`src/rtl/config_chain_loader_if.sv`:
```
// Word handshake between a bitstream source and the configuration chain loader.
// The source drives word_in/word_valid; the loader answers with word_ready.
interface config_chain_loader_if #(
  parameter int WORD_WIDTH = 8
);
  logic [WORD_WIDTH-1:0] word_in;
  logic                  word_valid;
  logic                  word_ready;

  modport master (output word_in, output word_valid, input word_ready);
  modport slave  (input word_in, input word_valid, output word_ready);
endinterface

```
`src/rtl/config_chain_loader.sv`:
```
// Serialises configuration words MSB-first onto the head of the tile config chain.
// Stops after exactly CHAIN_LENGTH shifted bits and reports completion/truncation.
module config_chain_loader #(
  parameter int WORD_WIDTH   = 8,
  parameter int CHAIN_LENGTH = 16,
  parameter int CNT_WIDTH    = $clog2(CHAIN_LENGTH + 1)
) (
  input  logic                 config_clock,
  input  logic                 config_nreset,
  input  logic                 start,
  input  logic                 abort,
  config_chain_loader_if.slave word_bus,
  output logic                 chain_data,
  output logic                 chain_enable,
  output logic [CNT_WIDTH-1:0] bits_loaded,
  output logic                 busy,
  output logic                 done,
  output logic                 truncated
);

  localparam int IDX_W = (WORD_WIDTH > 1) ? $clog2(WORD_WIDTH) : 1;

  typedef enum logic [1:0] {
    S_IDLE,
    S_WAIT_WORD,
    S_SHIFT,
    S_DONE
  } state_t;

  state_t                state_q;
  logic [WORD_WIDTH-1:0] shreg_q;
  logic [IDX_W-1:0]      bit_idx_q;
  logic [CNT_WIDTH-1:0]  bits_q;
  logic                  trunc_q;

  logic last_chain_bit;
  logic last_word_bit;
  logic ready_cond;
  logic accept;

  assign last_chain_bit = (bits_q == CNT_WIDTH'(CHAIN_LENGTH - 1));
  assign last_word_bit  = (bit_idx_q == '0);

  // Ready on the final bit of a word lets the next word follow without a bubble;
  // it is withheld on the final chain bit so no word is swallowed at completion.
  assign ready_cond = (state_q == S_WAIT_WORD) ||
                      ((state_q == S_SHIFT) && last_word_bit && !last_chain_bit);
  assign word_bus.word_ready = ready_cond && !abort;
  assign accept              = word_bus.word_ready && word_bus.word_valid;

  always_ff @(posedge config_clock or negedge config_nreset) begin
    if (!config_nreset) begin
      state_q   <= S_IDLE;
      shreg_q   <= '0;
      bit_idx_q <= '0;
      bits_q    <= '0;
      trunc_q   <= 1'b0;
    end else if (abort) begin
      // bits_loaded is left intact so software can see how far the load got
      state_q <= S_IDLE;
    end else begin
      case (state_q)
        S_IDLE, S_DONE: begin
          if (start) begin
            state_q <= S_WAIT_WORD;
            bits_q  <= '0;
            trunc_q <= 1'b0;
          end
        end
        S_WAIT_WORD: begin
          if (accept) begin
            shreg_q   <= word_bus.word_in;
            bit_idx_q <= IDX_W'(WORD_WIDTH - 1);
            state_q   <= S_SHIFT;
          end
        end
        S_SHIFT: begin
          shreg_q   <= shreg_q << 1;
          bit_idx_q <= bit_idx_q - IDX_W'(1);
          if (bits_q != CNT_WIDTH'(CHAIN_LENGTH))
            bits_q <= bits_q + CNT_WIDTH'(1);
          if (last_chain_bit) begin
            state_q <= S_DONE;
            trunc_q <= !last_word_bit;
          end else if (last_word_bit) begin
            if (accept) begin
              shreg_q   <= word_bus.word_in;
              bit_idx_q <= IDX_W'(WORD_WIDTH - 1);
            end else begin
              state_q <= S_WAIT_WORD;
            end
          end
        end
        default: state_q <= S_IDLE;
      endcase
    end
  end

  assign chain_enable = (state_q == S_SHIFT);
  assign chain_data   = shreg_q[WORD_WIDTH-1];
  assign bits_loaded  = bits_q;
  assign busy         = (state_q == S_WAIT_WORD) || (state_q == S_SHIFT);
  assign done         = (state_q == S_DONE);
  assign truncated    = trunc_q;

endmodule
```
`src/flat_wrapper.sv`:
```
// flat-port wrapper written by rule: the top's interface ports become plain ports
module config_chain_loader_flat 
#(
  parameter int WORD_WIDTH   = 8,
  parameter int CHAIN_LENGTH = 16,
  parameter int CNT_WIDTH    = $clog2(CHAIN_LENGTH + 1)
)
  (config_clock, config_nreset, start, abort, chain_data, chain_enable, bits_loaded, busy, done, truncated, word_bus_word_in, word_bus_word_valid, word_bus_word_ready);
  config_chain_loader_if #(.WORD_WIDTH(WORD_WIDTH)) word_bus_i ();
  input  logic config_clock;
  input  logic config_nreset;
  input  logic start;
  input  logic abort;
  output logic chain_data;
  output logic chain_enable;
  output logic [CNT_WIDTH-1:0] bits_loaded;
  output logic busy;
  output logic done;
  output logic truncated;
  input wire logic [$bits(word_bus_i.word_in)-1:0] word_bus_word_in;
  input wire logic [$bits(word_bus_i.word_valid)-1:0] word_bus_word_valid;
  output wire logic [$bits(word_bus_i.word_ready)-1:0] word_bus_word_ready;
  assign word_bus_i.word_in = word_bus_word_in;
  assign word_bus_i.word_valid = word_bus_word_valid;
  assign word_bus_word_ready = word_bus_i.word_ready;
  config_chain_loader #(.WORD_WIDTH(WORD_WIDTH), .CHAIN_LENGTH(CHAIN_LENGTH), .CNT_WIDTH(CNT_WIDTH)) u_core (.config_clock(config_clock), .config_nreset(config_nreset), .start(start), .abort(abort), .word_bus(word_bus_i), .chain_data(chain_data), .chain_enable(chain_enable), .bits_loaded(bits_loaded), .busy(busy), .done(done), .truncated(truncated));
endmodule
```
`config.mk`:
```
export PLATFORM = sky130hd
export DESIGN_NAME = config_chain_loader_flat
export DESIGN_NICKNAME = d
export VERILOG_FILES = /design/src/rtl/config_chain_loader_if.sv /design/src/rtl/config_chain_loader.sv /design/src/flat_wrapper.sv
export SDC_FILE = /design/constraint.sdc
export NUM_CORES = 1
export LEC_CHECK = 0
export ABC_AREA = 1
export CORE_MARGIN = 2
export CORE_UTILIZATION = 50
export CTS_BUF_LIST = sky130_fd_sc_hd__clkbuf_4 sky130_fd_sc_hd__clkbuf_8
export DETAILED_ROUTE_END_ITERATION = 8
export DONT_BUFFER_PORTS = 1
export PLACE_DENSITY = 0.7
export SYNTH_ARGS = -nofsm -noshare
export SYNTH_HDL_FRONTEND = slang
export SYNTH_SLANG_ARGS = --single-unit
export TNS_END_PERCENT = 50
```
`constraint.sdc`:
```
create_clock -name config_clock -period 2.2 [get_ports config_clock]
set_input_delay 0.44 -clock config_clock [delete_from_list [all_inputs] [get_ports config_clock]]
set_output_delay 0.44 -clock config_clock [all_outputs]
set_load 0.02 [all_outputs]
```
==> impl_metrics.yaml, run 1 <==
floorplan:
  die_y_um: 53.4
  core_area_um2: 2250
  num_rows: 17
  ios: 24
  dieArea_um2: 2850
  start_util_pct: 54.1
  die_width_um: 53.4
critical_path:
  arrival_ns: 1.69
  cp_num_buf_inv: 1
  critPathLaunchType: "register"
  crit_fanout: 4
  cp-end-kind: "output port"
  crit_required_ns: 1.76
  critPathMaxStageDelay_ns: 0.41
  path_cells: "ha_2 -> nand2_2 -> nor2_2 -> ha_2 -> nor2_2 -> nand2_1 -> a21oi_1 -> buf_4"
  critical_path_class: "register to output port"
  path_delay_family: "flip-flops"
  cp_slowest_cell: "dfrtp_1"
yosys:
  synth_area_um2: 1220
  netlist_instances: 161
  syn-num-nets: 183
  netlist_top_cells_area: "dfrtp_1 39%, nand2_1 14%, ha_1 9.2%, nand3_1 9.0%, inv_1 8.6%"
  avgSynthCellArea_um2: 7.58
  yosysWarnings: 0
  synth_cell_types: 27
  ys_seq_elements: 19
  synth_top_area_cell: "dfrtp_1"
  netlist.area_leader.share_pct: 39.0
  ys_seq_area_share_pct: 39.0
timing:
  finalSetupViolations: 0
  fin_crit_ns: 2.13
  tightest_slew_ns: 0.869
  slew_headroom_pct: 41.9
  slew_viol_final: 0
  min_period_over_period_pct: 96.6
  fmax_ghz: 0.470
  clock_skew_ns: 0.00337
  hold_viol_final: 0
flow_run:
  drv_cap: 0
cells_and_area:
  syn_to_final_growth_pct: 12.0
  nets: 195
  design_area_um2: 1370
  utilization_pct: 60.6
  antenna_cells: 0
  drive_gt1_share_pct: 15.7
routing:
  routed_wl_mm: 2.39
  wl_per_cell_um: 11.9
  drt-initial-drc-count: 16
  drc_errors: 0
  dr.pass1.iters: 4
  routed_via_density: 5.11
  via_count: 1021
  drtAntennaViolNets: 0
clock_network:
  insertion_delay_ns: 0.30
  cts_tree: "yes"
  h-tree-depth: 1
  path_clk_slew_ns: 0.11
  cts-buffers-inserted: 3
  cts-root-buf: "clkbuf_4"
  cts.sinks: 19
  clockBufferDepth: 2
global_route:
  grt_max_degree: 20
  grt_pass1_vias: 951
  grt-ovfl-total: 0
  antenna_found_initial: 0
  grt_first_pass_wirelength_mm: 4.00
  grt_use_total_pct: 19.1
placement:
  port_buffers: 0
  placed_cell_area_um2: 1280
  gp_congestion: 0.867
  dp_hpwl_mm: 1.84
run_status:
  status: "completed"
power:
  p_leak_uw: 0.000687
  p_per_area_nw_per_um2: 961
  ir_drop_mv: 0.648
min_path:
  hold_path_class: "input pin to register"
layout make-up:
cell class                 count  area [um^2]
fill                         214          888
multi-input combinational    111          647
sequential                    19          475
inverter                      29          109
timing repair buffer           9         70.1
tap                           28         35.0
clock buffer                   4         30.0
path summary, 6_finish.rpt:
check | cells past startpoint | slack, ns | to | start
max in group asynchronous | 1 | 0.98 | u_core.state_q[1] | config_nreset
worst min-delay path | 2 | 0.28 | u_core.shreg_q[0] | word_bus_word_in[0]
worst max register to register | 9 | 0.36 | u_core.bits_loaded[0] | u_core.state_q[0]
worst min register to register | 2 | 0.49 | u_core.shreg_q[1] | u_core.shreg_q[1]
min in group asynchronous | 1 | 0.69 | u_core.bits_loaded[2] | config_nreset
worst max-delay path | 8 | 0.07 | word_bus_word_ready | u_core.bits_loaded[1]
logic make-up after synthesis:
| logic type | Yosys count | synth area share, % |
|---|---|---|
| compound gates | 13 | 8.21 |
| xor+xnor | 2 | 1.44 |
| fa+ha+maj | 9 | 9.23 |
| buf+inv | 31 | 9.85 |
| flops | 19 | 39.0 |
| simple gates | 87 | 32.3 |
report_power, final:
part           total (uW)  internal [uW]  leakage [uW]  switching [uW]
logic                 575            197      0.000429             378
clock network         193           83.0     0.0000184             110
registers             545            461      0.000239            84.0
layout by cell type (no fill, tap or decap), drive strengths merged:
cell	instances
or2	1
dlygate4sd3	1
nand2	48
dfrtp	19
buf	8
a21oi	3
o211ai	1
o22ai	1
o31ai	2
a31oi	1
nand3b	1
xor2	2
nand3	22
inv	29
ha	9
nand4	1
nor2	11
nor3	3
o21ai	5
clkbuf	4
worst register-to-register path, stage by stage (launching register included):
cell	delay (ns)
dfrtp_1	0.43
inv_1	0.10
ha_4	0.24
inv_1	0.22
nor2_1	0.09
nor2_1	0.14
nand2_1	0.13
a21oi_4	0.20
nand2_1	0.10
a21oi_1	0.13
sequential cells by signal, indices dropped and copies added (netlist names):
signal              cells
u_core.bits_loaded      5
u_core.bit_idx_q        3
u_core.state_q          2
u_core.truncated        1
u_core.shreg_q          8
cells in the mapped netlist:
master	instances
o211ai_4	1
o31ai_1	2
nand2_1	46
nand3b_1	1
buf_4	1
a21oi_4	1
nor2_1	8
a21oi_1	2
nor2_4	1
o21ai_1	1
nand4_1	1
nand2_4	1
dfrtp_1	19
or2_2	1
inv_1	28
ha_1	9
inv_2	1
a31oi_1	1
xor2_1	2
nor3_2	1
clkbuf_1	1
nor3_1	2
nand2_2	1
o22ai_1	1
o21ai_0	4
nor2_2	2
nand3_1	22
routing by layer:
metal | global-route usage (%) | up-vias | share of wire (%)
met5 | 0 | - | 0
met4 | 5.98 | 0 | 0.80
met3 | 3.67 | 5 | 4.1
met2 | 32.3 | 18 | 48
met1 | 24.2 | 467 | 47
li1 | - | 531 | -
through the flow:
| step | setup WS, ns | instances | hold WS [ns] | total power, uW | TNS, ns |
|---|---|---|---|---|---|
| 2_1_floorplan | 0.201 | 161 | 0.144 | 974 | 0 |
| 4_1_cts | 0.0369 | 197 | 0.290 | 1300 | 0 |
| 6_report | 0.0743 | 200 | 0.284 | 1310 | 0 |
| 3_5_place_dp | 0.313 | 192 | 0.145 | 1100 | 0 |
| 3_3_place_gp | 0.361 | 192 | 0.145 | 1080 | 0 |
| 5_1_grt | -0.00418 | 200 | 0.297 | 1430 | -0.00418 |
timing repair:
item,4_1_cts,5_1_grt
hold buffers,1,0
resized for setup,1,5
pin swaps,0,3
endpoints found under the hold margin,19,0
buffers inserted,0,3
endpoints found under the setup margin,1,1
No activity file was read; power rests on OpenSTA's default activity.
==> run 2: changes to the inputs <==
--- a/config.mk
+++ b/config.mk
@@ -7,11 +7,13 @@
 export LEC_CHECK = 0
 export ABC_AREA = 1
 export CORE_MARGIN = 2
-export CORE_UTILIZATION = 50
+export CORE_UTILIZATION = 60
 export CTS_BUF_LIST = sky130_fd_sc_hd__clkbuf_4 sky130_fd_sc_hd__clkbuf_8
 export DETAILED_ROUTE_END_ITERATION = 8
 export DONT_BUFFER_PORTS = 1
-export PLACE_DENSITY = 0.7
+export GPL_ROUTABILITY_DRIVEN = 0
+export PLACE_DENSITY = 0.81
+export REMOVE_ABC_BUFFERS = 1
 export SYNTH_ARGS = -nofsm -noshare
 export SYNTH_HDL_FRONTEND = slang
 export SYNTH_SLANG_ARGS = --single-unit
==> impl_metrics.yaml, run 2 (synthesis gave the netlist of run 1 again) <==
routing:
  drtAntennaViolNets: 0
  drt-initial-drc-count: 24
  via_count: 1041
  wl_per_cell_um: 11.8
  routed_via_density: 5.26
  dr.pass1.iters: 4
  drc_errors: 0
  routed_wl_mm: 2.34
timing:
  hold_viol_final: 0
  finalSetupViolations: 0
  clock_skew_ns: 0.00527
  worst_slack_ns: 0.0814
  min_period_over_period_pct: 96.3
  fin_crit_ns: 2.12
  slew_headroom_pct: 43.7
  tightest_slew_ns: 0.842
  slew_viol_final: 0
  fmax_ghz: 0.472
global_route:
  grt_pass1_vias: 931
  grt-ovfl-total: 0
  grt_max_degree: 20
  antenna_found_initial: 0
  grt_first_pass_wirelength_mm: 3.86
  grt_use_total_pct: 21.2
floorplan:
  ios: 24
  num_rows: 16
  die_width_um: 49.1
  start_util_pct: 62.8
  dieArea_um2: 2410
  die_y_um: 49.1
  core_area_um2: 1940
cells_and_area:
  syn_to_final_growth_pct: 10.6
  drive_gt1_share_pct: 14.6
  utilization_pct: 69.5
  nFillCells: 150
  antenna_cells: 0
  fin_cells: 198
  final_cell_mix: "45 x nand2_1, 28 x inv_1, 22 x nand3_1"
  regMostFlops: "u_core.shreg_q"
  largest_reg_flops: 8
  final_common_cell: "nand2_1"
  nets: 194
critical_path:
  critPathMaxStageDelay_ns: 0.41
  cp.depth: 8
  path_delay_family: "flip-flops"
  cp_num_buf_inv: 1
  cp-end-kind: "output port"
  critPathLaunchType: "register"
  reg2regPathDepth: 11
  crit_fanout: 4
  cpMostUsedCell: "ha_2"
  arrival_ns: 1.68
  critical_path_class: "register to output port"
  path_cells: "ha_2 -> nand2_1 -> nor2_1 -> ha_2 -> nor2_4 -> nand2_2 -> a21oi_2 -> buf_4"
  cp_slowest_cell: "dfrtp_1"
  crit_required_ns: 1.76
placement:
  pre_cts_slack_ns: 0.258
  placedCellCount: 191
  port_buffers: 0
  dp_hpwl_mm: 1.77
clock_network:
  clockBufferDepth: 2
  h-tree-depth: 1
  cts_tree: "yes"
  insertion_delay_ns: 0.31
  cts-root-buf: "clkbuf_4"
  cts-buffers-inserted: 3
  cts.sinks: 19
  path_clk_slew_ns: 0.12
power:
  p_per_area_nw_per_um2: 973
  ir_drop_mv: 0.663
  p_leak_uw: 0.000681
  p_total_uw: 1310
min_path:
  hold-path-cell-count: 2
  hold_path_class: "input pin to register"
run_status:
  status: "completed"
flow_run:
  drv_cap: 0
[run 2: cell type report]
cell class                 instances  area [um^2]  area share [%]
timing repair buffer               8         62.6            4.64
sequential                        19          475            35.3
clock inverter                     1         5.00           0.371
multi-input combinational        111          641            47.5
clock buffer                       3         22.5            1.67
inverter                          29          109            8.07
tap                               27         33.8            2.50
[run 2: where the power goes]
part           switching [uW]  internal (uW)
Sequential               84.4            461
Clock                     120           68.1
Combinational             377            201
[run 2: worst reg2reg max path, cell delays in order, from the launching register on]
cell and delay (ns):
dfrtp_1 0.41, ha_2 0.18, nand2_1 0.08, nor2_1 0.05, ha_2 0.20, buf_4 0.14, nor3_1 0.33, o211ai_4 0.19
nand2_4 0.15, nand2_1 0.07, nand3_1 0.07, nand2_1 0.05
[run 2: worst paths after layout]
| path | slack [ns] | endpoint | start |
|---|---|---|---|
| max in group asynchronous | 1.02 | u_core.bit_idx_q[2] | config_nreset |
| worst min-delay path | 0.29 | u_core.shreg_q[0] | word_bus_word_in[0] |
| worst max-delay path | 0.08 | word_bus_word_ready | u_core.bits_loaded[0] |
| worst max register to register | 0.18 | u_core.shreg_q[6] | u_core.bits_loaded[0] |
| min in group asynchronous | 0.66 | u_core.truncated | config_nreset |
| worst min register to register | 0.50 | u_core.shreg_q[3] | u_core.shreg_q[3] |
[run 2: per-stage QoR]
stage          TNS (ns)  hold WS [ns]  instance area [um^2]
3_5_place_dp          0         0.145                  1280
3_3_place_gp          0         0.145                  1280
6_report              0         0.290                  1350
2_1_floorplan         0         0.144                  1210
4_1_cts               0         0.286                  1320
5_1_grt        -0.00140         0.286                  1350
[run 2: layer usage]
| metal | up-vias | track usage, % | part of all wire (%) | wire, um |
|---|---|---|---|---|
| met5 | - | 0 | 0 | 0 |
| met4 | 0 | 10.0 | 1.5 | 34 |
| met3 | 3 | 3.99 | 3.0 | 70 |
| met2 | 29 | 35.6 | 50 | 1160 |
| met1 | 480 | 26.1 | 46 | 1070 |
| li1 | 529 | - | - | - |
[run 2: repair_timing]
item,CTS,global route
endpoints found under the setup margin,1,1
hold buffers,1,0
resized for setup,1,4
hold endpoints to repair,19,0
buffers inserted,0,2
pin swaps,0,2
